==> config.mk <==
export PLATFORM = sky130hd
export DESIGN_NAME = sprite_line_fetcher_flat
export DESIGN_NICKNAME = d
export VERILOG_FILES = /design/src/rtl/sprite_line_fetcher_if.sv /design/src/rtl/sprite_line_fetcher.sv /design/src/flat_wrapper.sv
export SDC_FILE = /design/constraint.sdc
export NUM_CORES = 1
export LEC_CHECK = 0
export CORE_MARGIN = 5
export CORE_UTILIZATION = 45
export CTS_CLUSTER_SIZE = 8
export DETAILED_ROUTE_END_ITERATION = 10
export PLACE_DENSITY = 0.71
export SYNTH_ARGS = -nofsm -noshare
export SYNTH_HDL_FRONTEND = slang
export SYNTH_SLANG_ARGS = --single-unit
==> constraint.sdc <==
create_clock -name Clk -period 7.5 [get_ports Clk]
set_input_delay 1.125 -clock Clk [delete_from_list [all_inputs] [get_ports Clk]]
set_output_delay 1.125 -clock Clk [all_outputs]
set_load 0.1 [all_outputs]
==> src/rtl/sprite_line_fetcher_if.sv <==
// Bus bundle between the VGA side, the sprite ROM and sprite_line_fetcher.
// SPRITE_HFLIP_EN adds the per-line flip input.
interface sprite_line_fetcher_if #(
  parameter int unsigned ADDR_W = 9
);
  logic              line_start;
  logic [9:0]        next_y;
  logic [9:0]        sprite_x;
  logic [9:0]        sprite_y;
  logic [ADDR_W-1:0] rom_addr;
  logic [23:0]       rom_color;
  logic [9:0]        draw_x;
  logic              pixel_valid;
  logic [23:0]       pixel_color;
  logic              busy;
  logic              done;
`ifdef SPRITE_HFLIP_EN
  logic              flip;

  modport slave (
    input  line_start, next_y, sprite_x, sprite_y, rom_color, draw_x, flip,
    output rom_addr, pixel_valid, pixel_color, busy, done
  );
  modport master (
    output line_start, next_y, sprite_x, sprite_y, rom_color, draw_x, flip,
    input  rom_addr, pixel_valid, pixel_color, busy, done
  );
`else
  modport slave (
    input  line_start, next_y, sprite_x, sprite_y, rom_color, draw_x,
    output rom_addr, pixel_valid, pixel_color, busy, done
  );
  modport master (
    output line_start, next_y, sprite_x, sprite_y, rom_color, draw_x,
    input  rom_addr, pixel_valid, pixel_color, busy, done
  );
`endif
endinterface

==> src/rtl/sprite_line_fetcher.sv <==
// Fetches one sprite row into a line buffer during hblank and serves it by draw_x.
// Define SPRITE_HFLIP_EN to enable horizontal mirroring via bus.flip.
module sprite_line_fetcher #(
  parameter int unsigned SPR_W       = 21,
  parameter int unsigned SPR_H       = 21,
  parameter int unsigned ADDR_W      = 9,
  parameter logic [23:0] TRANSPARENT = 24'h800080
) (
  input logic                  Clk,
  input logic                  Reset,
  sprite_line_fetcher_if.slave bus
);

  localparam int unsigned ColW = $clog2(SPR_W);

  typedef enum logic [1:0] {StIdle, StFetch, StFlush} state_e;

  state_e            state_q, state_d;
  logic [ADDR_W-1:0] addr_q, addr_d;
  logic [ColW-1:0]   col_q, col_d;
  logic [9:0]        xbase_q, xbase_d;
  logic              lv_q, lv_d;
  logic              done_q, done_d;
  logic              flip_q, flip_d;
  logic              pv_q, pv_d;
  logic [23:0]       pc_q, pc_d;
  logic [23:0]       buf_q [SPR_W];

  logic signed [10:0] row;
  logic               row_ok;
  logic               wr_en;
  logic [ColW-1:0]    wr_idx;
  logic [10:0]        dx;
  logic               hit;
  logic [23:0]        pix_c;

  assign row    = $signed({1'b0, bus.next_y}) - $signed({1'b0, bus.sprite_y});
  assign row_ok = !row[10] && (row[9:0] < 10'(SPR_H));

  // A line_start pulse takes priority in every state, which gives abort-and-restart.
  always_comb begin
    state_d = state_q;
    addr_d  = addr_q;
    col_d   = col_q;
    xbase_d = xbase_q;
    lv_d    = lv_q;
    flip_d  = flip_q;
    done_d  = 1'b0;
    wr_en   = 1'b0;
    if (bus.line_start) begin
      lv_d = 1'b0;
      if (row_ok) begin
        state_d = StFetch;
        addr_d  = ADDR_W'(row[9:0] * SPR_W);
        col_d   = '0;
        xbase_d = bus.sprite_x;
`ifdef SPRITE_HFLIP_EN
        flip_d  = bus.flip;
`else
        flip_d  = 1'b0;
`endif
      end else begin
        state_d = StIdle;
      end
    end else begin
      case (state_q)
        StIdle: ;
        StFetch: begin
          wr_en = 1'b1;
          if (col_q == ColW'(SPR_W - 1)) begin
            state_d = StFlush;
          end else begin
            addr_d = addr_q + ADDR_W'(1);
            col_d  = col_q + ColW'(1);
          end
        end
        StFlush: begin
          lv_d    = 1'b1;
          done_d  = 1'b1;
          state_d = StIdle;
        end
        default: state_d = StIdle;
      endcase
    end
  end

`ifdef SPRITE_HFLIP_EN
  assign wr_idx = flip_q ? (ColW'(SPR_W - 1) - col_q) : col_q;
`else
  assign wr_idx = col_q;
`endif

  // 11-bit subtraction keeps x_base near 1023 from wrapping into a false hit.
  always_comb begin
    dx    = {1'b0, bus.draw_x} - {1'b0, xbase_q};
    hit   = lv_q && (bus.draw_x >= xbase_q) && (dx < 11'(SPR_W));
    pix_c = buf_q[dx[ColW-1:0]];
    pv_d  = hit && (pix_c != TRANSPARENT);
    pc_d  = pv_d ? pix_c : 24'h0;
  end

  always_ff @(posedge Clk) begin
    if (Reset) begin
      state_q <= StIdle;
      addr_q  <= '0;
      col_q   <= '0;
      xbase_q <= '0;
      lv_q    <= 1'b0;
      done_q  <= 1'b0;
      flip_q  <= 1'b0;
      pv_q    <= 1'b0;
      pc_q    <= '0;
    end else begin
      state_q <= state_d;
      addr_q  <= addr_d;
      col_q   <= col_d;
      xbase_q <= xbase_d;
      lv_q    <= lv_d;
      done_q  <= done_d;
      flip_q  <= flip_d;
      pv_q    <= pv_d;
      pc_q    <= pc_d;
    end
  end

  always_ff @(posedge Clk) begin
    if (wr_en) begin
      buf_q[wr_idx] <= bus.rom_color;
    end
  end

  assign bus.rom_addr    = addr_q;
  assign bus.busy        = (state_q != StIdle);
  assign bus.done        = done_q;
  assign bus.pixel_valid = pv_q;
  assign bus.pixel_color = pc_q;

endmodule

==> src/flat_wrapper.sv <==
// flat-port wrapper written by rule: the top's interface ports become plain ports
module sprite_line_fetcher_flat 
#(
  parameter int unsigned SPR_W       = 21,
  parameter int unsigned SPR_H       = 21,
  parameter int unsigned ADDR_W      = 9,
  parameter logic [23:0] TRANSPARENT = 24'h800080
)
  (Clk, Reset, bus_line_start, bus_next_y, bus_sprite_x, bus_sprite_y, bus_rom_color, bus_draw_x, bus_rom_addr, bus_pixel_valid, bus_pixel_color, bus_busy, bus_done);
  sprite_line_fetcher_if #(.ADDR_W(ADDR_W)) bus_i ();
  input logic Clk;
  input logic Reset;
  input wire logic [$bits(bus_i.line_start)-1:0] bus_line_start;
  input wire logic [$bits(bus_i.next_y)-1:0] bus_next_y;
  input wire logic [$bits(bus_i.sprite_x)-1:0] bus_sprite_x;
  input wire logic [$bits(bus_i.sprite_y)-1:0] bus_sprite_y;
  input wire logic [$bits(bus_i.rom_color)-1:0] bus_rom_color;
  input wire logic [$bits(bus_i.draw_x)-1:0] bus_draw_x;
  output wire logic [$bits(bus_i.rom_addr)-1:0] bus_rom_addr;
  output wire logic [$bits(bus_i.pixel_valid)-1:0] bus_pixel_valid;
  output wire logic [$bits(bus_i.pixel_color)-1:0] bus_pixel_color;
  output wire logic [$bits(bus_i.busy)-1:0] bus_busy;
  output wire logic [$bits(bus_i.done)-1:0] bus_done;
  assign bus_i.line_start = bus_line_start;
  assign bus_i.next_y = bus_next_y;
  assign bus_i.sprite_x = bus_sprite_x;
  assign bus_i.sprite_y = bus_sprite_y;
  assign bus_i.rom_color = bus_rom_color;
  assign bus_i.draw_x = bus_draw_x;
  assign bus_rom_addr = bus_i.rom_addr;
  assign bus_pixel_valid = bus_i.pixel_valid;
  assign bus_pixel_color = bus_i.pixel_color;
  assign bus_busy = bus_i.busy;
  assign bus_done = bus_i.done;
  sprite_line_fetcher #(.SPR_W(SPR_W), .SPR_H(SPR_H), .ADDR_W(ADDR_W), .TRANSPARENT(TRANSPARENT)) u_core (.Clk(Clk), .Reset(Reset), .bus(bus_i));
endmodule
==> flow_summary.ini <==
[sta]
final_worst_path_setup_slack_ns = 2.37
setup_viol_count_final = 0
fmax_mhz = 195
rsz0062_at_grt = no
final.setup.tns_ns = 0
period_minus_slack_ns = 5.13
clock_skew_ns = 0.0238
final_hold_viol_count = 0
drv_slew = 0
worst-slew-pin-transition_ns = 1.19
layout_worst_path_cycle_share_pct = 68.4
timing.slew.headroom_pct = 20.1
holdWs_ns = 0.434

[floorplanning]
die_width_um = 235
die_area_um2 = 55400
fp.dieH_um = 235
io-pin-count = 103
start_util_pct = 45.6
fp.coreArea_um2 = 50200
placement_rows = 82

[synth]
post_synth_instance_area_um2 = 22900
yosys_register_bits = 557
async_flop_share_pct = 0
synthCells = 1295
synthesis.area_per_instance_um2 = 17.7
synthDistinctLibCells = 68
synthesized_net_count = 1403
synth_area_leaders = sky130_fd_sc_hd__edfxtp_1, sky130_fd_sc_hd__mux4_2, sky130_fd_sc_hd__dfxtp_1, sky130_fd_sc_hd__mux2i_1, sky130_fd_sc_hd__ha_1
synth.largest_area_cell = sky130_fd_sc_hd__edfxtp_1
synth-edff-count = 504
synthFlopType = sky130_fd_sc_hd__edfxtp_1
synth.yosys.warnings = 0
netlist.area_leader.share_pct = 66.2
synth-seq-area-share_pct = 70.8

[grt]
first_global_vias = 13000
grt_remaining_overflow = 0
number_of_antenna_violations_at_the_first_check_in_global_routing = 0
globalRouteTotalUtil_pct = 19.9
grt_max_degree = 63
grt_pass1_wl_um = 83200

[finish]
antenna_cells_inserted = 0
postLayoutCoreUtil_pct = 54.3
fin_cells = 2183
drive_above_1_share_pct = 17.8
area_of_the_multi_input_gates_um2 = 6460
sequential_cell_area_in_the_final_layout_um2 = 16200
syn2layout_area_growth_pct = 19.2
final_nets = 1554
num-fill-cells = 3861

[run_status]
result_of_the_run = finished, final reports clean

[clocking]
cts_tree = built
clockRootBuffer = sky130_fd_sc_hd__clkbuf_16
clock_sinks = 557
ctsResizeCount = 0
cts_bufs_inserted = 79
clkTransAtPathRegs_ns = 0.05
clock_latency_ns = 0.61
htree_levels = 3
clock_tree.buffer_depth = 3
cts.hold.buffers_added = 0
cts.repair_timing.setup_buffer_count = 0

[pwr]
vdd_drop_max_uv = 229
powerDensity_nw_per_um2 = 269
p_leak_uw = 0.00906

[drt]
drt_pre_antenna_iters = 5
antenna_left = 0
route.vias.total = 12600
routed_wire_length_per_instance_um = 25.3
drt_iter0_drc = 1302
totalWireLength_um = 55300
route.detailed.drc = 0
detail_route.vias_per_cell = 5.78

[critical_path]
worst_path_arrival_ns = 5.63
critical_path_required_ns = 8.00
worstSetupPathType = input port to flop
category_of_the_worst_setup_path_launch_point = input port
slowest_stage = sky130_fd_sc_hd__ha_4
rrSetupSlack_ns = 3.04
r2r_cells = 10
timing.rr.start = u_core.xbase_q[0]$_SDFFE_PP0P_
path_cells = clkdlybuf4s50_1 > inv_1 > ha_4 > buf_4 > mux4_2 > mux2i_1 > mux2i_1 > o31ai_1 > nand3_1 > or2_0 > o211a_1
crit_path_end_kind = flop
crit_fanout = 34
worst_path_largest_cell_delay_ns = 0.76
critical_path.most_common_cell = sky130_fd_sc_hd__mux2i_1
r2r_end = u_core.bus.pixel_color[7]$_SDFF_PP0_

[run]
max_cap_check_violation_count = 0

[placed_design]
place_inst = 2037
post-place-ws_ns = 1.65
hpwl_um = 31300
weighted_congestion_reported_at_the_end_of_routability_driven_placement = 0.810
placement.io_buffers = 102

[worst_hold_path]
holdPathEnd = u_core.bus.done$_SDFF_PP0_
hold_path.class = flop to flop
holdCritStartpoint = u_core.state_q[0]$_SDFFE_PP0P_
hold_path_cells = 1
[critical path, delay by kind of cell]
kind | cells | cell delay [ns]
buffers and inverters | 3 | 1.22
AND/OR/NAND/NOR | 2 | 0.66
AO/OA/AOI/OAI | 2 | 0.95
multiplexers | 3 | 0.88
adder cells (fa/ha/maj) | 1 | 0.76
[how the worst max path moves through the flow]
stage	start	end	slack [ns]	cells past startpoint
detailed placement	bus_draw_x[0]	u_core.bus.pixel_color[7]$_SDFF_PP0_	1.65	11
CTS	bus_draw_x[0]	u_core.bus.pixel_color[7]$_SDFF_PP0_	2.26	11
global route	bus_draw_x[0]	u_core.bus.pixel_color[7]$_SDFF_PP0_	2.04	11
global placement	bus_draw_x[0]	u_core.bus.pixel_color[7]$_SDFF_PP0_	1.67	11
finish	bus_draw_x[0]	u_core.bus.pixel_color[7]$_SDFF_PP0_	2.37	11
floorplan	bus_next_y[0]	u_core.bus.rom_addr[8]$_SDFFE_PP0P_	2.57	18
[power breakdown]
group / total [uW] / leakage (uW) / internal, uW / switching (uW)
registers: 3390 / 0.00495 / 3390 / 0.801
clock network: 3320 / 0.00111 / 2030 / 1290
logic: 623 / 0.00300 / 284 / 339
total: 7330 / 0.00906 / 5700 / 1630
[final cells by class]
| type | instances | area share (%) |
|---|---|---|
| Tap cell | 672 | 3.09 |
| Clock buffer | 142 | 8.28 |
| Timing Repair Buffer | 129 | 4.54 |
| Inverter | 43 | 0.592 |
| Multi-Input combinational cell | 636 | 23.7 |
| Clock inverter | 4 | 0.340 |
| Sequential cell | 557 | 59.4 |
[cells in the mapped netlist, drive strengths merged (4+ instances only)]
cell / n
fa: 5
nand2: 77
nand4: 7
a21o: 6
a22oi: 5
nor3: 11
nor2: 86
nor4b: 4
mux4: 120
or2: 9
a21oi: 32
nor2b: 7
inv: 43
ha: 36
clkbuf: 34
and3: 6
o21ai: 24
nand3: 15
mux2i: 76
dfxtp: 53
nor4: 8
o21a: 6
edfxtp: 504
a31oi: 8
a311oi: 13
xor2: 4
or3: 4
buf: 25
a21boi: 4
or4: 4
xnor2: 13
a211oi: 6
[metrics by stage]
| stage | total power (uW) | cell area, um2 |
|---|---|---|
| 5_1_grt | 7600 | 27200 |
| 3_5_place_dp | 4070 | 24900 |
| 6_report | 7330 | 27200 |
| 4_1_cts | 7380 | 27200 |
| 2_1_floorplan | 3880 | 22900 |
| 3_3_place_gp | 4060 | 24900 |
[registers in the layout, indices dropped and copies added (netlist names)]
signal	count
u_core.state_q	2
u_core.bus.done	1
u_core.col_q	5
u_core.bus.pixel_valid	1
u_core.lv_q	1
u_core.xbase_q	10
u_core.bus.pixel_color	24
u_core.buf_q	504
u_core.bus.rom_addr	9
[placed cells by master, fill, tap and decap left out, types with 6 or more instances in the layout]
| cell | count |
|---|---|
| sky130_fd_sc_hd__a211oi_1 | 6 |
| sky130_fd_sc_hd__a21o_1 | 6 |
| sky130_fd_sc_hd__a21oi_1 | 31 |
| sky130_fd_sc_hd__a311oi_1 | 13 |
| sky130_fd_sc_hd__a31oi_1 | 8 |
| sky130_fd_sc_hd__and3_1 | 6 |
| sky130_fd_sc_hd__buf_4 | 26 |
| sky130_fd_sc_hd__clkbuf_1 | 61 |
| sky130_fd_sc_hd__clkbuf_16 | 81 |
| sky130_fd_sc_hd__clkdlybuf4s50_1 | 102 |
| sky130_fd_sc_hd__dfxtp_1 | 53 |
| sky130_fd_sc_hd__edfxtp_1 | 504 |
| sky130_fd_sc_hd__ha_1 | 35 |
| sky130_fd_sc_hd__inv_1 | 43 |
| sky130_fd_sc_hd__mux2i_1 | 76 |
| sky130_fd_sc_hd__mux4_2 | 120 |
| sky130_fd_sc_hd__nand2_1 | 76 |
| sky130_fd_sc_hd__nand3_1 | 15 |
| sky130_fd_sc_hd__nand4_1 | 7 |
| sky130_fd_sc_hd__nor2_1 | 65 |
| sky130_fd_sc_hd__nor2_4 | 16 |
| sky130_fd_sc_hd__nor2b_1 | 7 |
| sky130_fd_sc_hd__nor3_1 | 11 |
| sky130_fd_sc_hd__nor4_1 | 7 |
| sky130_fd_sc_hd__o21a_1 | 6 |
| sky130_fd_sc_hd__o21ai_0 | 23 |
| sky130_fd_sc_hd__or2_0 | 8 |
| sky130_fd_sc_hd__xnor2_1 | 11 |
[cell families after synthesis]
kind of cell,count (synthesis),synth area share (%)
flip-flops,557,70.8
AND/OR/NAND/NOR,250,5.08
multiplexers,199,15.3
AO/OA/AOI/OAI,128,3.83
buffers and inverters,102,1.80
adder cells (fa/ha/maj),41,2.41
XOR/XNOR,18,0.750
[routing by layer]
layer / track usage (%) / part of all wire, % / vias up
li1: - / - / 5473
met1: 26.9 / 41 / 6515
met2: 33.0 / 50 / 546
met3: 4.57 / 7.5 / 88
met4: 5.03 / 1.9 / 0
met5: 0 / 0 / -
Power figures use the tool's default switching activity.
==> patch: new RTL, same settings <==
`ADDR_W` is set to 9 in 3 places; all go to 8.
--- a/src/rtl/sprite_line_fetcher_if.sv
+++ b/src/rtl/sprite_line_fetcher_if.sv
@@ -1,7 +1,7 @@
 // Bus bundle between the VGA side, the sprite ROM and sprite_line_fetcher.
 // SPRITE_HFLIP_EN adds the per-line flip input.
 interface sprite_line_fetcher_if #(
-  parameter int unsigned ADDR_W = 9
+  parameter int unsigned ADDR_W = 8
 );
   logic              line_start;
   logic [9:0]        next_y;
--- a/src/rtl/sprite_line_fetcher.sv
+++ b/src/rtl/sprite_line_fetcher.sv
@@ -3,7 +3,7 @@
 module sprite_line_fetcher #(
   parameter int unsigned SPR_W       = 21,
   parameter int unsigned SPR_H       = 21,
-  parameter int unsigned ADDR_W      = 9,
+  parameter int unsigned ADDR_W      = 8,
   parameter logic [23:0] TRANSPARENT = 24'h800080
 ) (
   input logic                  Clk,
--- a/src/flat_wrapper.sv
+++ b/src/flat_wrapper.sv
@@ -3,7 +3,7 @@
 #(
   parameter int unsigned SPR_W       = 21,
   parameter int unsigned SPR_H       = 21,
-  parameter int unsigned ADDR_W      = 9,
+  parameter int unsigned ADDR_W      = 8,
   parameter logic [23:0] TRANSPARENT = 24'h800080
 )
   (Clk, Reset, bus_line_start, bus_next_y, bus_sprite_x, bus_sprite_y, bus_rom_color, bus_draw_x, bus_rom_addr, bus_pixel_valid, bus_pixel_color, bus_busy, bus_done);
Interface: changed (resized bus_rom_addr); port bits go from 103 to 102. No check against the original RTL was run, so the function may have changed too.
==> patch against the original RTL <==
Total power fell by 1.5%; maximum frequency rose by 2.4%; sequential cell count fell by 1; synthesized area fell by 1.8%; final cell count fell by 1.1%; critical endpoint is now u_core.bus.pixel_color[10]; via count fell by 1.4%; worst hold slack improved by 0.0068 ns; cell area fell by 1.9%; die area fell by 1.7%; wire length fell by 3.3%; count of clock-buffer cells in the layout fell by 12; setup slack improved by 0.12 ns; combinational power fell by 8.0%.
==> patch: results (changes against the original RTL) <==
| Metric | Value |
|---|---|
| Synth cell types | 59 (was 68) |
| DR vias | 12443 (was 12622) |
| CTS Buf Count | 79 (unchanged) |
| CP Max Fanout | 51 (was 34) |
| Filler cells | 3732 (was 3861) |
| Number of global-route vias before repair | 12771 (was 13047) |
| Fraction of layout cells with a size suffix above 1 | 0.185 (was 0.178) |
| Pin count of the biggest net entering global routing | 58 (was 63) |
| Maximum vdd drop | 0.153 mV (was 0.229 mV) |
| Synth top area cells | edfxtp_1, mux4_2, dfxtp_1 (unchanged) |
| Power Internal | 5640 µW (was 5700 µW) |
| Register area share after synthesis | 0.720 (was 0.708) |
| Setup Skew | 0.0166 ns (was 0.0238 ns) |
| Static Leak | 0.00871 µW (was 0.00906 µW) |
| 1st-pass router iterations | 7 (was 5) |
| Worst path arrival time | 5.47 ns (was 5.63 ns) |
| Area post-placement | 24400 µm² (was 24900 µm²) |
| First-pass GRT wire length | 80100 µm (was 83200 µm) |
| Global-route usage over all layers | 0.199 (about the same) |
| Drt wl/cell | 24.8 µm (was 25.3 µm) |
| Outcome | finished, final reports clean (unchanged) |
| Ys Warns | 0 (unchanged) |
| Syn Nets | 1402 (was 1403) |
| Nets | 1545 (was 1554) |
| Antenna violations before repair | 1 (was 0) |
| Largest register FFs | 504 (unchanged) |
| Clock Latency Late Sink | 0.60 ns |
| CTS Buffer Depth | 3 (unchanged) |
| Post-synth EDFFs | 504 (unchanged) |
| HPWL after detailed placement | 29000 µm (was 31300 µm) |
| Post_cts resized | 0 (unchanged) |
| Routability cong. | 0.786 (was 0.810) |
| Postcts setup bufs | 0 (unchanged) |
| IO Port Bufs | 101 (was 102) |
| Worst Tran Pin Value | 1.23 ns (was 1.19 ns) |
| Synth top cells by count | edfxtp_1, nor2_1, mux4_2 (was edfxtp_1, mux4_2, nor2_1) |
| Initial DRC Count | 1338 (was 1302) |
## patch: changes by cell type after synthesis, sizes merged, moves of 4 or more
cell    before  now
nor4         8    2
mux2i       76   12
nand4b       1    5
nand4        7   24
nor2        86  136
clkbuf      34   29
a311oi      13    0
nand2       77   95
mux2         3   15
o221ai       1   12
inv         43   36
nand3       15   41
or4          4    0
## patch: critical path, stage by stage
cell,delay (ns)
clkdlybuf4s50_1,0.46
inv_1,0.07
ha_4,0.16
fa_4,1.32
buf_4,0.55
mux4_2,0.39
mux2_2,0.29
o221ai_1,0.28
nand4_1,0.13
nor2_1,0.16
a21o_2,0.37
nor2_1,0.09
## patch: cells by family (layout without fill, tap and decap cells)
| kind of cell | after synthesis | after routing | share of synthesized area |
|---|---|---|---|
| flip-flops | 556 | 556 | 0.720 |
| AND/OR/NAND/NOR | 346 | 346 | 0.0702 |
| multiplexers | 147 | 147 | 0.133 |
| AO/OA/AOI/OAI | 97 | 97 | 0.0273 |
| buffers and inverters | 93 | 291 | 0.0179 |
| adder cells (fa/ha/maj) | 39 | 39 | 0.0231 |
| XOR/XNOR | 18 | 18 | 0.00797 |
| other | 0 | 2 | 0 |
## patch: per-stage QoR
step	utilization	hold WS, ns	setup WS (ns)	std cells
global route	0.543	0.478	2.25	2159
global placement	0.497	0.424	1.92	2022
finish	0.544	0.440	2.49	2160
detailed placement	0.497	0.435	1.89	2022
CTS	0.543	0.438	2.51	2158
floorplan	-	0.415	2.66	1296
## patch: layer usage
layer / routed length [µm] / track usage / up-vias
li1: - / - / 5387
met1: 20600 / 0.262 / 6350
met2: 26800 / 0.333 / 607
met3: 4470 / 0.0389 / 99
met4: 1550 / 0.0694 / 0
met5: 0 / 0 / -
## patch: power by group through the flow
stage / combinational [µW] / clock, µW / sequential [µW]
after CTS: 577 / 3310 / 3380
after global placement: 562 / 0 / 3440
final: 573 / 3260 / 3380
after global routing: 627 / 3460 / 3380
after floorplan: 381 / 0 / 3440
after detailed placement: 570 / 0 / 3440
## patch: area by class of cell
type	instances	area, µm²	share of cell area
timing repair buffer	119	1180	0.0443
inverter	36	135	0.00506
sequential	556	16200	0.605
tap	664	831	0.0311
multi-input combinational	647	6090	0.228
clock inverter	6	85.1	0.00318
clock buffer	130	2210	0.0828
antenna	2	5.00	0.000187
## patch: path summary, 6_finish.rpt
check	from	end	slack, ns	depth (start not counted)
max	bus_draw_x[0]	u_core.bus.pixel_color[10]	2.49	12
min	u_core.state_q[0]	u_core.bus.done	0.44	1
max reg2reg	u_core.xbase_q[0]	u_core.bus.pixel_color[10]	3.23	10
min reg2reg	u_core.state_q[0]	u_core.bus.done	0.44	1
